--- src/rtl/alu_pkg.sv ---
// Shared types and default widths for the ALU arbiter slice.
package alu_pkg;

    localparam int unsigned WIDTH = 8;
    localparam int unsigned OPW   = 2;

    typedef enum logic [1:0] {
        IDLE = 2'd0,
        EXEC = 2'd1,
        RESP = 2'd2
    } state_e;

endpackage

--- src/rtl/alu_arbiter_if.sv ---
// Requester, ALU and response signals of the ALU arbiter, bundled with directional modports.
interface alu_arbiter_if #(
    parameter int unsigned WIDTH = alu_pkg::WIDTH,
    parameter int unsigned OPW   = alu_pkg::OPW
);

    logic             req0_valid;
    logic             req0_ready;
    logic [WIDTH-1:0] req0_a;
    logic [WIDTH-1:0] req0_b;
    logic [OPW-1:0]   req0_op;

    logic             req1_valid;
    logic             req1_ready;
    logic [WIDTH-1:0] req1_a;
    logic [WIDTH-1:0] req1_b;
    logic [OPW-1:0]   req1_op;

    logic [WIDTH-1:0] alu_a;
    logic [WIDTH-1:0] alu_b;
    logic [OPW-1:0]   alu_op;
    logic [WIDTH-1:0] alu_out;

    logic             rsp_valid;
    logic             rsp_id;
    logic [WIDTH-1:0] rsp_data;
    logic             rsp_ready;

    // Arbiter side
    modport slave (
        input  req0_valid, req0_a, req0_b, req0_op,
        output req0_ready,
        input  req1_valid, req1_a, req1_b, req1_op,
        output req1_ready,
        output alu_a, alu_b, alu_op,
        input  alu_out,
        output rsp_valid, rsp_id, rsp_data,
        input  rsp_ready
    );

    // Requesters, ALU and response consumer side
    modport master (
        output req0_valid, req0_a, req0_b, req0_op,
        input  req0_ready,
        output req1_valid, req1_a, req1_b, req1_op,
        input  req1_ready,
        input  alu_a, alu_b, alu_op,
        output alu_out,
        input  rsp_valid, rsp_id, rsp_data,
        output rsp_ready
    );

endinterface

--- src/rtl/rr_arb2.sv ---
// Two-way combinational arbiter: a lone request wins, a tie goes to the requester named by prio.
module rr_arb2 (
    input  logic [1:0] valid,
    input  logic       prio,
    output logic [1:0] gnt,
    output logic       gnt_id
);

    always_comb begin
        gnt = valid;
        if (valid == 2'b11) begin
            gnt = prio ? 2'b10 : 2'b01;
        end
        gnt_id = gnt[1];
    end

endmodule

--- src/rtl/alu_arbiter.sv ---
// Round-robin sequencer for the shared ALU: grant, hold operands for one cycle,
// capture the result and return it tagged with the requester id.
module alu_arbiter #(
    parameter int unsigned WIDTH = alu_pkg::WIDTH,
    parameter int unsigned OPW   = alu_pkg::OPW
) (
    input  logic         clk,
    input  logic         resetn,
    alu_arbiter_if.slave bus
);
    import alu_pkg::*;

    state_e           state_q, state_d;
    logic [WIDTH-1:0] a_q, a_d;
    logic [WIDTH-1:0] b_q, b_d;
    logic [OPW-1:0]   op_q, op_d;
    logic             id_q, id_d;
    logic             prio_q, prio_d;
    logic [WIDTH-1:0] rsp_data_q, rsp_data_d;
    logic             rsp_valid_q, rsp_valid_d;

    logic [1:0]       gnt;
    logic             gnt_id;

    rr_arb2 u_rr_arb2 (
        .valid  ({bus.req1_valid, bus.req0_valid}),
        .prio   (prio_q),
        .gnt    (gnt),
        .gnt_id (gnt_id)
    );

    // Next-state and register update
    always_comb begin
        state_d     = state_q;
        a_d         = a_q;
        b_d         = b_q;
        op_d        = op_q;
        id_d        = id_q;
        prio_d      = prio_q;
        rsp_data_d  = rsp_data_q;
        rsp_valid_d = rsp_valid_q;

        case (state_q)
            IDLE: begin
                if (|gnt) begin
                    a_d     = gnt_id ? bus.req1_a  : bus.req0_a;
                    b_d     = gnt_id ? bus.req1_b  : bus.req0_b;
                    op_d    = gnt_id ? bus.req1_op : bus.req0_op;
                    id_d    = gnt_id;
                    state_d = EXEC;
                end
            end
            EXEC: begin
                rsp_data_d  = bus.alu_out;
                rsp_valid_d = 1'b1;
                state_d     = RESP;
            end
            RESP: begin
                // The loser of this round wins the next tie
                if (bus.rsp_ready) begin
                    rsp_valid_d = 1'b0;
                    prio_d      = ~id_q;
                    state_d     = IDLE;
                end
            end
            default: begin
                rsp_valid_d = 1'b0;
                state_d     = IDLE;
            end
        endcase
    end

    always_ff @(posedge clk or negedge resetn) begin
        if (!resetn) begin
            state_q     <= IDLE;
            a_q         <= '0;
            b_q         <= '0;
            op_q        <= '0;
            id_q        <= 1'b0;
            prio_q      <= 1'b0;
            rsp_data_q  <= '0;
            rsp_valid_q <= 1'b0;
        end else begin
            state_q     <= state_d;
            a_q         <= a_d;
            b_q         <= b_d;
            op_q        <= op_d;
            id_q        <= id_d;
            prio_q      <= prio_d;
            rsp_data_q  <= rsp_data_d;
            rsp_valid_q <= rsp_valid_d;
        end
    end

    // Ready is a decode of the registered state and the arbiter, as required by the handshake
    assign bus.req0_ready = (state_q == IDLE) && gnt[0];
    assign bus.req1_ready = (state_q == IDLE) && gnt[1];

    assign bus.alu_a      = a_q;
    assign bus.alu_b      = b_q;
    assign bus.alu_op     = op_q;

    assign bus.rsp_valid  = rsp_valid_q;
    assign bus.rsp_id     = id_q;
    assign bus.rsp_data   = rsp_data_q;

endmodule
--- src/flat_wrapper.sv ---
// flat-port wrapper written by rule: the top's interface ports become plain ports
module alu_arbiter_flat import alu_pkg::*;
#(
    parameter int unsigned WIDTH = alu_pkg::WIDTH,
    parameter int unsigned OPW   = alu_pkg::OPW
)
  (clk, resetn, bus_req0_valid, bus_req0_a, bus_req0_b, bus_req0_op, bus_req0_ready, bus_req1_valid, bus_req1_a, bus_req1_b, bus_req1_op, bus_req1_ready, bus_alu_a, bus_alu_b, bus_alu_op, bus_alu_out, bus_rsp_valid, bus_rsp_id, bus_rsp_data, bus_rsp_ready);
  alu_arbiter_if #(.WIDTH(WIDTH), .OPW(OPW)) bus_i ();
  input  logic clk;
  input  logic resetn;
  input wire logic [$bits(bus_i.req0_valid)-1:0] bus_req0_valid;
  input wire logic [$bits(bus_i.req0_a)-1:0] bus_req0_a;
  input wire logic [$bits(bus_i.req0_b)-1:0] bus_req0_b;
  input wire logic [$bits(bus_i.req0_op)-1:0] bus_req0_op;
  output wire logic [$bits(bus_i.req0_ready)-1:0] bus_req0_ready;
  input wire logic [$bits(bus_i.req1_valid)-1:0] bus_req1_valid;
  input wire logic [$bits(bus_i.req1_a)-1:0] bus_req1_a;
  input wire logic [$bits(bus_i.req1_b)-1:0] bus_req1_b;
  input wire logic [$bits(bus_i.req1_op)-1:0] bus_req1_op;
  output wire logic [$bits(bus_i.req1_ready)-1:0] bus_req1_ready;
  output wire logic [$bits(bus_i.alu_a)-1:0] bus_alu_a;
  output wire logic [$bits(bus_i.alu_b)-1:0] bus_alu_b;
  output wire logic [$bits(bus_i.alu_op)-1:0] bus_alu_op;
  input wire logic [$bits(bus_i.alu_out)-1:0] bus_alu_out;
  output wire logic [$bits(bus_i.rsp_valid)-1:0] bus_rsp_valid;
  output wire logic [$bits(bus_i.rsp_id)-1:0] bus_rsp_id;
  output wire logic [$bits(bus_i.rsp_data)-1:0] bus_rsp_data;
  input wire logic [$bits(bus_i.rsp_ready)-1:0] bus_rsp_ready;
  assign bus_i.req0_valid = bus_req0_valid;
  assign bus_i.req0_a = bus_req0_a;
  assign bus_i.req0_b = bus_req0_b;
  assign bus_i.req0_op = bus_req0_op;
  assign bus_req0_ready = bus_i.req0_ready;
  assign bus_i.req1_valid = bus_req1_valid;
  assign bus_i.req1_a = bus_req1_a;
  assign bus_i.req1_b = bus_req1_b;
  assign bus_i.req1_op = bus_req1_op;
  assign bus_req1_ready = bus_i.req1_ready;
  assign bus_alu_a = bus_i.alu_a;
  assign bus_alu_b = bus_i.alu_b;
  assign bus_alu_op = bus_i.alu_op;
  assign bus_i.alu_out = bus_alu_out;
  assign bus_rsp_valid = bus_i.rsp_valid;
  assign bus_rsp_id = bus_i.rsp_id;
  assign bus_rsp_data = bus_i.rsp_data;
  assign bus_i.rsp_ready = bus_rsp_ready;
  alu_arbiter #(.WIDTH(WIDTH), .OPW(OPW)) u_core (.clk(clk), .resetn(resetn), .bus(bus_i));
endmodule
--- config.mk ---
export PLATFORM = sky130hd
export DESIGN_NAME = alu_arbiter_flat
export DESIGN_NICKNAME = d
export VERILOG_FILES = /design/src/rtl/alu_pkg.sv /design/src/rtl/alu_arbiter_if.sv /design/src/rtl/rr_arb2.sv /design/src/rtl/alu_arbiter.sv /design/src/flat_wrapper.sv
export SDC_FILE = /design/constraint.sdc
export NUM_CORES = 1
export LEC_CHECK = 0
export CAP_MARGIN = 20
export CORE_ASPECT_RATIO = 0.6
export CORE_MARGIN = 4
export CORE_UTILIZATION = 43
export DETAILED_ROUTE_END_ITERATION = 10
export PLACE_DENSITY_LB_ADDON = 0.05
export SETUP_SLACK_MARGIN = 0.05
export SLEW_MARGIN = 10
export SYNTH_ARGS = -nofsm -noshare
export SYNTH_HDL_FRONTEND = slang
export SYNTH_SLANG_ARGS = --single-unit
--- constraint.sdc ---
create_clock -name clk -period 2.4 [get_ports clk]
set_clock_uncertainty 0.1 [all_clocks]
set_input_delay 0.24 -clock clk [delete_from_list [all_inputs] [get_ports clk]]
set_output_delay 0.24 -clock clk [all_outputs]
set_load 0.02 [all_outputs]
# Word-level counts from Yosys, hierarchy flattened
# Cells that the tools add are included.
[totals] regBits=31 latchBits=0 mem_bits_rw=0 rom_bits=0 in_bits=49 wordCells=33 memories=0
[classes] addsub=0 n_mul=0 div_mod_pow=0 n_lt_le_gt_ge=0 eq_ne=5 shifts=0 n_mux=10 bitwise_logic=2 n_reduce_logical=8
[ops] op="$mux 8" count=2
[ops] op="$mux 2" count=5
[ops] op="$reduce_and 2->1" count=4
[ops] op="$pmux 2 s3" count=1
[ops] op="$eq 2x2->1 const B" count=2
[ops] op="$pmux 1 s3" count=1
[ops] op="$eq 2x1->1 const B" count=1
[ops] op="$logic_and 1x1->1" count=2
[ops] op="$logic_not 2->1" count=1
[ops] op="$ne 2x1->1 const B" count=1
[ops] op="$ne 2x2->1 const B" count=1
[ops] op="$not 1->1" count=2
[ops] op="$reduce_or 2->1" count=1
[ops] op="$mux 1" count=1

# Depth between registers and ports, before layout
# Gate-level depths: netlist of the first run.
[depth] depth_word=5 mapped_depth=6 ltp_nobuf=4

# Hierarchy
# Synthesis of the first run repeated with hierarchy kept, for this count alone.
[hier_totals] cells_unflattened=97 area_unflattened_um2=1505.2
[by_module_without_submodules] mod="alu_arbiter" n_inst=1 cells_each=93 area_per_inst_um2=1478.9 seq_area_each_um2=775.7
[by_module_without_submodules] mod="rr_arb2" n_inst=1 cells_each=4 area_per_inst_um2=26.3 seq_area_each_um2=0.0

# Worst setup path before layout of the first run
# Ideal clock, no wire load.
[synth_timing] path_type="reg2out" start="register u_core.state_q[0]" end="output port bus_req0_ready" arrival_time_ps=1299 setup_slack_ps=761 path_stages_with_launch=5 n_path_buf=1 cell_sequence="dfrtp_1 nor2_4 buf_2 nand2_1 a21oi_1"
[synth_between] elab_chain_len=2
[synth_rtl] item="start: declaration" line="alu_arbiter.sv:13" rtl="state_e state_q, state_d;"
[synth_rtl] item="start signal: assignment" line="alu_arbiter.sv:84" rtl="state_q <= state_d;"
[synth_rtl] item="$logic_not 2->1" line="alu_arbiter.sv:96" rtl="assign bus.req0_ready = (state_q == IDLE) && gnt[0];"
[synth_rtl] item="$logic_and 1x1->1" line="alu_arbiter.sv:96"
[synth_rtl] item="end: declaration" line="flat_wrapper.sv:15" rtl="output wire logic [$bits(bus_i.req0_ready)-1:0] bus_req0_ready;"
# Every way passes these cells.

# Worst setup path in the final report of the first run
# Ends and elaborated chain as after synthesis.

==> metrics.md, run 1 <==
| Metric | Value |
|---|---|
| Status | `finished clean` |
| Synth Register Bits | `31` |
| Area of the core | `0.00338 mm²` |
| All-layer global routing usage | `18.8%` |
| Area grow syn2layout | `54.9%` |
| Worst Path Buf+Inv | `1` |
| Vias in the first global route | `1406` |
| Critical path data arrival time | `1.73 ns` |
| WHS | `0.266 ns` |
| Worst-path cell chain | `nor2_4 > nand2_1 > a21oi_1 > clkdlybuf4s50_1` |
| Die Wd | `86.2 µm` |
| Synth cell count leaders | `dfrtp_1 (31), nand3_1 (18), o21ai_0 (18), a21oi_2 (10)` |
| Antenna Cells | `0` |
| Largest net degree at the start of global routing | `32` |
| Overflow after GRT | `0` |
| Post_cts resized | `0` |
| Mapped Area | `0.00158 mm²` |
| Clock latency on the worst-skew pair | `0.27 ns` |
| Nets | `269` |
| Power density over the cells | `1250 mW/mm²` |
| Fin Setup TNS | `0 ns` |
| DRC errors left | `0` |
| Period utilisation layout | `86.4%` |
| HPWL Detailed | `3230 µm` |
| H-tree Lvls | `2` |
| Worst endpoint required time | `2.06 ns` |
| Max Buffers Root-to-Sink | `2` |
| Gate Count Post-Synth | `142` |
| Die ar. | `0.00473 mm²` |
| Placed Instances | `258` |
| CTS tree | `yes` |
| Final Hold Fails | `0` |
| WL final | `4280 µm` |
| Worst vdd ir | `0.812 mV` |
| Final Power | `3050 µW` |
| P_leak | `0.000928 µW` |
| Post-synth top area share | `49.2%` |
| Worst Setup Path Type | `reg -> out` |
| Measured slew at the worst slew-check pin | `0.770 ns` |
| RePlAce Congestion | `0.805` |
| Layout cell share with drive strength beyond 1 | `16.4%` |
| Post-route minimum period | `2.07 ns` |
| Yosys warnings | `0` |
| Initial core utilization | `46.6%` |
| Min-Delay Path Class | `in -> async` |
| Via-per-instance ratio | `5.49` |
| Die Ht | `54.9 µm` |
| Max Freq | `482 MHz` |
| Root buf cell | `clkbuf_8` |
| Detailed-router iteration count before antenna repair | `4` |
| Global-route wire length before repair | `6630 µm` |
| Ys async rst share | `100%` |
| Post-synth EDFFs | `0` |
| Worst R2R Path Depth | `2` |
| ANT nets after route | `0` |
| Crit path max fanout | `6` |
| Final setup vio count | `0` |
| CP Launch Type | `flip-flop` |
| Non-Filler Instances | `265` |
| Total number of vias | `1455` |
| Cell class contributing the biggest share of worst-path delay | `buffers and inverters` |
| Port bufs | `78` |
| Critical-path top delay cell | `clkdlybuf4s50_1` |
| Io pins | `79` |
| Syn avg cell area | `11.1 µm²` |
| Clock slew at reported path FFs | `0.07 ns` |
| Cell taking the most area after synthesis | `dfrtp_1` |
| Slew HR | `48.6%` |
| Most numerous cell in the Yosys netlist | `dfrtp_1` |
| Top FF cell, synth | `dfrtp_1` |
| Total setup buffers inserted after CTS | `0` |
| Slew Limit Fails | `0` |
| WP depth | `4` |
| Distinct cells, synth | `28` |
| Hold Buf Count CTS | `0` |
| Antenna violations before repair | `0` |
| Syn Nets | `191` |
| CP peak stage delay | `0.65 ns` |
| Post-synthesis sequential area ratio | `49.2%` |
| Initial DRC count | `71` |
| Largest cells by area after synthesis | `dfrtp_1 (49%), a31oi_2 (7.1%), nand3_1 (5.7%)` |
| Maxcap violations | `0` |
| Inserted Clock Buffers | `5` |
| RSZ-0062 raised after global routing | `false` |
| Rows | `16` |
| Drt wl/cell | `16.2 µm` |
| Clock Sinks | `31` |
| Crit. End Element | `output port` |
==> flip-flops by register name, summed over array words and instances (netlist names) <==
signal and flops:
u_core.bus.rsp_valid 1, u_core.bus.alu_b 8, u_core.bus.rsp_data 8, u_core.bus.alu_a 8
u_core.bus.rsp_id 1, u_core.bus.alu_op 2, u_core.state_q 2, u_core.prio_q 1
==> cells by family after synthesis <==
| logic type | share of synthesized area, % |
|---|---|
| simple gates | 11.7 |
| flops | 49.2 |
| mux | 5.71 |
| compound gates | 26.4 |
| buf+inv | 6.90 |
==> worst paths after layout <==
check	slack (ns)	to	startpoint
min in group clk	0.37	u_core.prio_q$_DFFE_PN0P_	u_core.bus.rsp_id$_DFFE_PN0P_
max in group asynchronous	1.65	u_core.prio_q$_DFFE_PN0P_	resetn
setup reg to reg	0.68	u_core.bus.rsp_data[2]$_DFFE_PN0P_	u_core.state_q[0]$_DFFE_PN0P_
hold / removal	0.27	u_core.bus.alu_a[3]$_DFFE_PN0P_	resetn
setup / recovery	0.33	bus_req0_ready	u_core.state_q[0]$_DFFE_PN0P_
hold reg to reg	0.37	u_core.prio_q$_DFFE_PN0P_	u_core.bus.rsp_id$_DFFE_PN0P_
==> where the power goes <==
group / switching (µW) / internal (µW)
Combinational: 874 / 806
Clock: 180 / 225
Sequential: 173 / 791
==> layer usage <==
layer	global-route usage (%)	wire (µm)	share of wire [%]	vias up
met3	7.69	445	10	6
met2	31.7	2020	47	67
met1	23.6	1800	42	706
li1	-	-	-	676
met4	3.11	23	0.54	0
met5	0	0	0	-
==> area by class of cell <==
class,instances,area [µm²]
timing repair buffer,83,818
fill,248,941
clock inverter,1,5.00
clock buffer,6,82.6
tap,45,56.3
multi-input combinational,97,692
inverter,2,12.5
sequential,31,776
==> stage by stage <==
stage	area [µm²]	setup WS, ns	util (%)
finish	2440	0.326	72.2
global route	2440	0.255	72.2
CTS	2440	0.299	72.2
detailed placement	2350	0.407	69.6
global placement	2350	0.486	69.6
floorplan	1580	0.761	-
==> worst reg2reg max path, stage by stage (launching register included) <==
cell and delay (ns):
dfrtp_1 0.45, nor2b_1 0.66, mux2_1 0.39
==> cell usage in the layout (no fill, tap or decap) <==
cell / synthesis / final
dfrtp_1: 31 / 31
o21a_1: 1 / 1
a21oi_1: 9 / 9
nand2_1: 2 / 2
and2b_4: 1 / 1
nand3b_1: 1 / 1
nor3b_1: 1 / 1
and3_1: 1 / 1
clkinv_2: 0 / 1
clkbuf_8: 0 / 6
nand3_1: 18 / 18
inv_2: 1 / 1
nand2b_1: 1 / 1
or2_1: 2 / 2
o21ai_1: 2 / 2
inv_6: 1 / 1
a21oi_2: 10 / 10
buf_4: 2 / 5
a31oi_2: 9 / 9
nor2b_1: 1 / 1
clkdlybuf4s50_1: 0 / 78
a31oi_1: 9 / 9
o21ai_0: 18 / 18
nor2_4: 1 / 1
mux2_1: 8 / 8
a21o_1: 1 / 1
nand2_8: 1 / 1
(Power assumes the default switching activity.)
==> run 2, diff against run 1 <==
--- a/config.mk
+++ b/config.mk
@@ -9,9 +9,12 @@
 export CORE_ASPECT_RATIO = 0.6
 export CORE_MARGIN = 4
 export CORE_UTILIZATION = 43
+export CTS_BUF_LIST = sky130_fd_sc_hd__clkbuf_8 sky130_fd_sc_hd__clkbuf_16
 export DETAILED_ROUTE_END_ITERATION = 10
+export MAX_ROUTING_LAYER = met4
 export PLACE_DENSITY_LB_ADDON = 0.05
 export SETUP_SLACK_MARGIN = 0.05
+export SKIP_CTS_REPAIR_TIMING = 1
 export SLEW_MARGIN = 10
 export SYNTH_ARGS = -nofsm -noshare
 export SYNTH_HDL_FRONTEND = slang
==> run 2 against run 1 <==
  * Cell area stayed put
  * Via count is 0.62% lower
  * Core utilization stayed put
  * Critical endpoint unchanged
==> metrics.md, run 2 (synthesis gave the netlist of run 1 again) <==
| Metric | Value |
|---|---|
| Status | `finished clean` |
| Antenna Cells | `0 (unchanged)` |
| Clock slew at reported path FFs | `0.07 ns (about the same)` |
| Largest net degree at the start of global routing | `32 (unchanged)` |
| Finished Core Util | `72.2% (unchanged)` |
| Max Freq | `482 MHz (about the same)` |
| Final Hold Fails | `0 (unchanged)` |
| Commonest non-fill, non-tap cell in the layout | `clkdlybuf4s50_1` |
| Drt wl/cell | `16.1 µm (-0.65%)` |
| Nets | `269 (unchanged)` |
| Inserted Clock Buffers | `5 (unchanged)` |
| WL final | `4260 µm (-0.65%)` |
| Io pins | `79 (unchanged)` |
| Layout cell share with drive strength beyond 1 | `16.4% (unchanged)` |
| Global-route wire length before repair | `6640 µm (+0.11%)` |
| Critical path data arrival time | `1.73 ns (about the same)` |
| Crit path max fanout | `6 (unchanged)` |
| RSZ-0062 raised after global routing | `false` |
| H-tree Lvls | `2 (unchanged)` |
| Detailed-router iteration count before antenna repair | `4 (unchanged)` |
| Crit. End Element | `output port` |
| Clock Sinks | `31 (unchanged)` |
| Die Wd | `86.2 µm (unchanged)` |
| Final setup vio count | `0 (unchanged)` |
| Setup crit start | `u_core.state_q[0]$_DFFE_PN0P_` |
| Measured slew at the worst slew-check pin | `0.769 ns (-0.000679 ns)` |
| Non-Filler Instances | `265 (unchanged)` |
| Placed Instances | `258 (unchanged)` |
| Worst Setup Path Type | `reg -> out` |
| Worst vdd ir | `0.813 mV (about the same)` |
| Final worst setup slack | `0.325 ns (-0.00134 ns)` |
| WHS | `0.266 ns (+0.000109 ns)` |
| Root buf cell | `clkbuf_8` |
| Overflow after GRT | `0 (unchanged)` |
| RePlAce Congestion | `0.816 (+1.5%)` |
| Die ar. | `0.00473 mm² (unchanged)` |
| Post-route minimum period | `2.07 ns (+0.00134 ns)` |
| Period utilisation layout | `86.5% (about the same)` |
| Via-per-instance ratio | `5.46 (-0.62%)` |
| Reg-to-reg startpoint | `u_core.state_q[0]$_DFFE_PN0P_` |
| Clock latency on the worst-skew pair | `0.27 ns (about the same)` |
| All-layer global routing usage | `19.3% (+0.53 points)` |
| CP Launch Type | `flip-flop` |
| Slew HR | `48.6% (about the same)` |
| DP Worst Slack | `0.407 ns (unchanged)` |
| Max Buffers Root-to-Sink | `2 (unchanged)` |
| Worst endpoint required time | `2.06 ns (about the same)` |
| Fin Setup TNS | `0 ns (unchanged)` |
| Area grow syn2layout | `54.9% (unchanged)` |
| Die Ht | `54.9 µm (unchanged)` |
| Min-Delay Path Class | `in -> async` |
| Commonest cells after routing, fill and taps aside | `clkdlybuf4s50_1 (78), dfrtp_1 (31), o21ai_0 (18), nand3_1 (18), a21oi_2 (10)` |
| ANT nets after route | `0 (unchanged)` |
| Slew Limit Fails | `0 (unchanged)` |
| DRC errors left | `0 (unchanged)` |
| Total number of vias | `1446 (-0.62%)` |
| Worst R2R Path Depth | `2 (unchanged)` |
| Power density over the cells | `1250 mW/mm² (about the same)` |
| Antenna violations before repair | `0 (unchanged)` |
| Area of the core | `0.00338 mm² (unchanged)` |
| HPWL Detailed | `3230 µm (unchanged)` |
| Port bufs | `78 (unchanged)` |
| P_leak | `0.000928 µW (unchanged)` |
| Initial core utilization | `46.6% (unchanged)` |
| Maxcap violations | `0 (unchanged)` |
| Vias in the first global route | `1406 (unchanged)` |
| R2R Setup Slk | `0.68 ns (about the same)` |
| Initial DRC count | `74 (+4.2%)` |
| CTS tree | `yes` |
| Rows | `16 (unchanged)` |
==> run 2: final cells by class <==
| type | count | area, µm² |
|---|---|---|
| Fill cell | 248 | 941 |
| Timing Repair Buffer | 83 | 818 |
| Sequential cell | 31 | 776 |
| Multi-Input combinational cell | 97 | 692 |
| Clock buffer | 6 | 82.6 |
| Tap cell | 45 | 56.3 |
| Inverter | 2 | 12.5 |
| Clock inverter | 1 | 5.00 |
==> run 2: worst max-delay path: stages, from the launching register on <==
cell and delay, ns:
dfrtp_1 0.45, nor2_4 0.15, nand2_1 0.06, a21oi_1 0.15, clkdlybuf4s50_1 0.65
==> run 2: through the flow <==
stage	total power (µW)	cell area, µm²
after detailed placement	2670	2350
after global placement	2620	2350
after CTS	3080	2440
final	3050	2440
after global routing	3230	2440
after floorplan	1980	1580
==> run 2: path summary, 6_finish.rpt <==
kind,end
setup / recovery,bus_req0_ready
setup reg to reg,u_core.bus.rsp_data[2]$_DFFE_PN0P_
min in group clk,u_core.prio_q$_DFFE_PN0P_
max in group asynchronous,u_core.prio_q$_DFFE_PN0P_
hold reg to reg,u_core.prio_q$_DFFE_PN0P_
hold / removal,u_core.bus.alu_a[5]$_DFFE_PN0P_
==> run 2: routing by layer <==
layer  vias to the layer above  track usage, %  part of all wire, %
met3                         4            7.40                   10
met1                       701            23.6                   42
li1                        676               -                    -
met2                        65            31.8                   47
met5                         -               -                    0
met4                         0            3.11                 0.40
==> run 2: where the power goes <==
| part | switching (µW) | internal, µW |
|---|---|---|
| registers | 173 | 791 |
| clock network | 180 | 225 |
| logic | 874 | 806 |
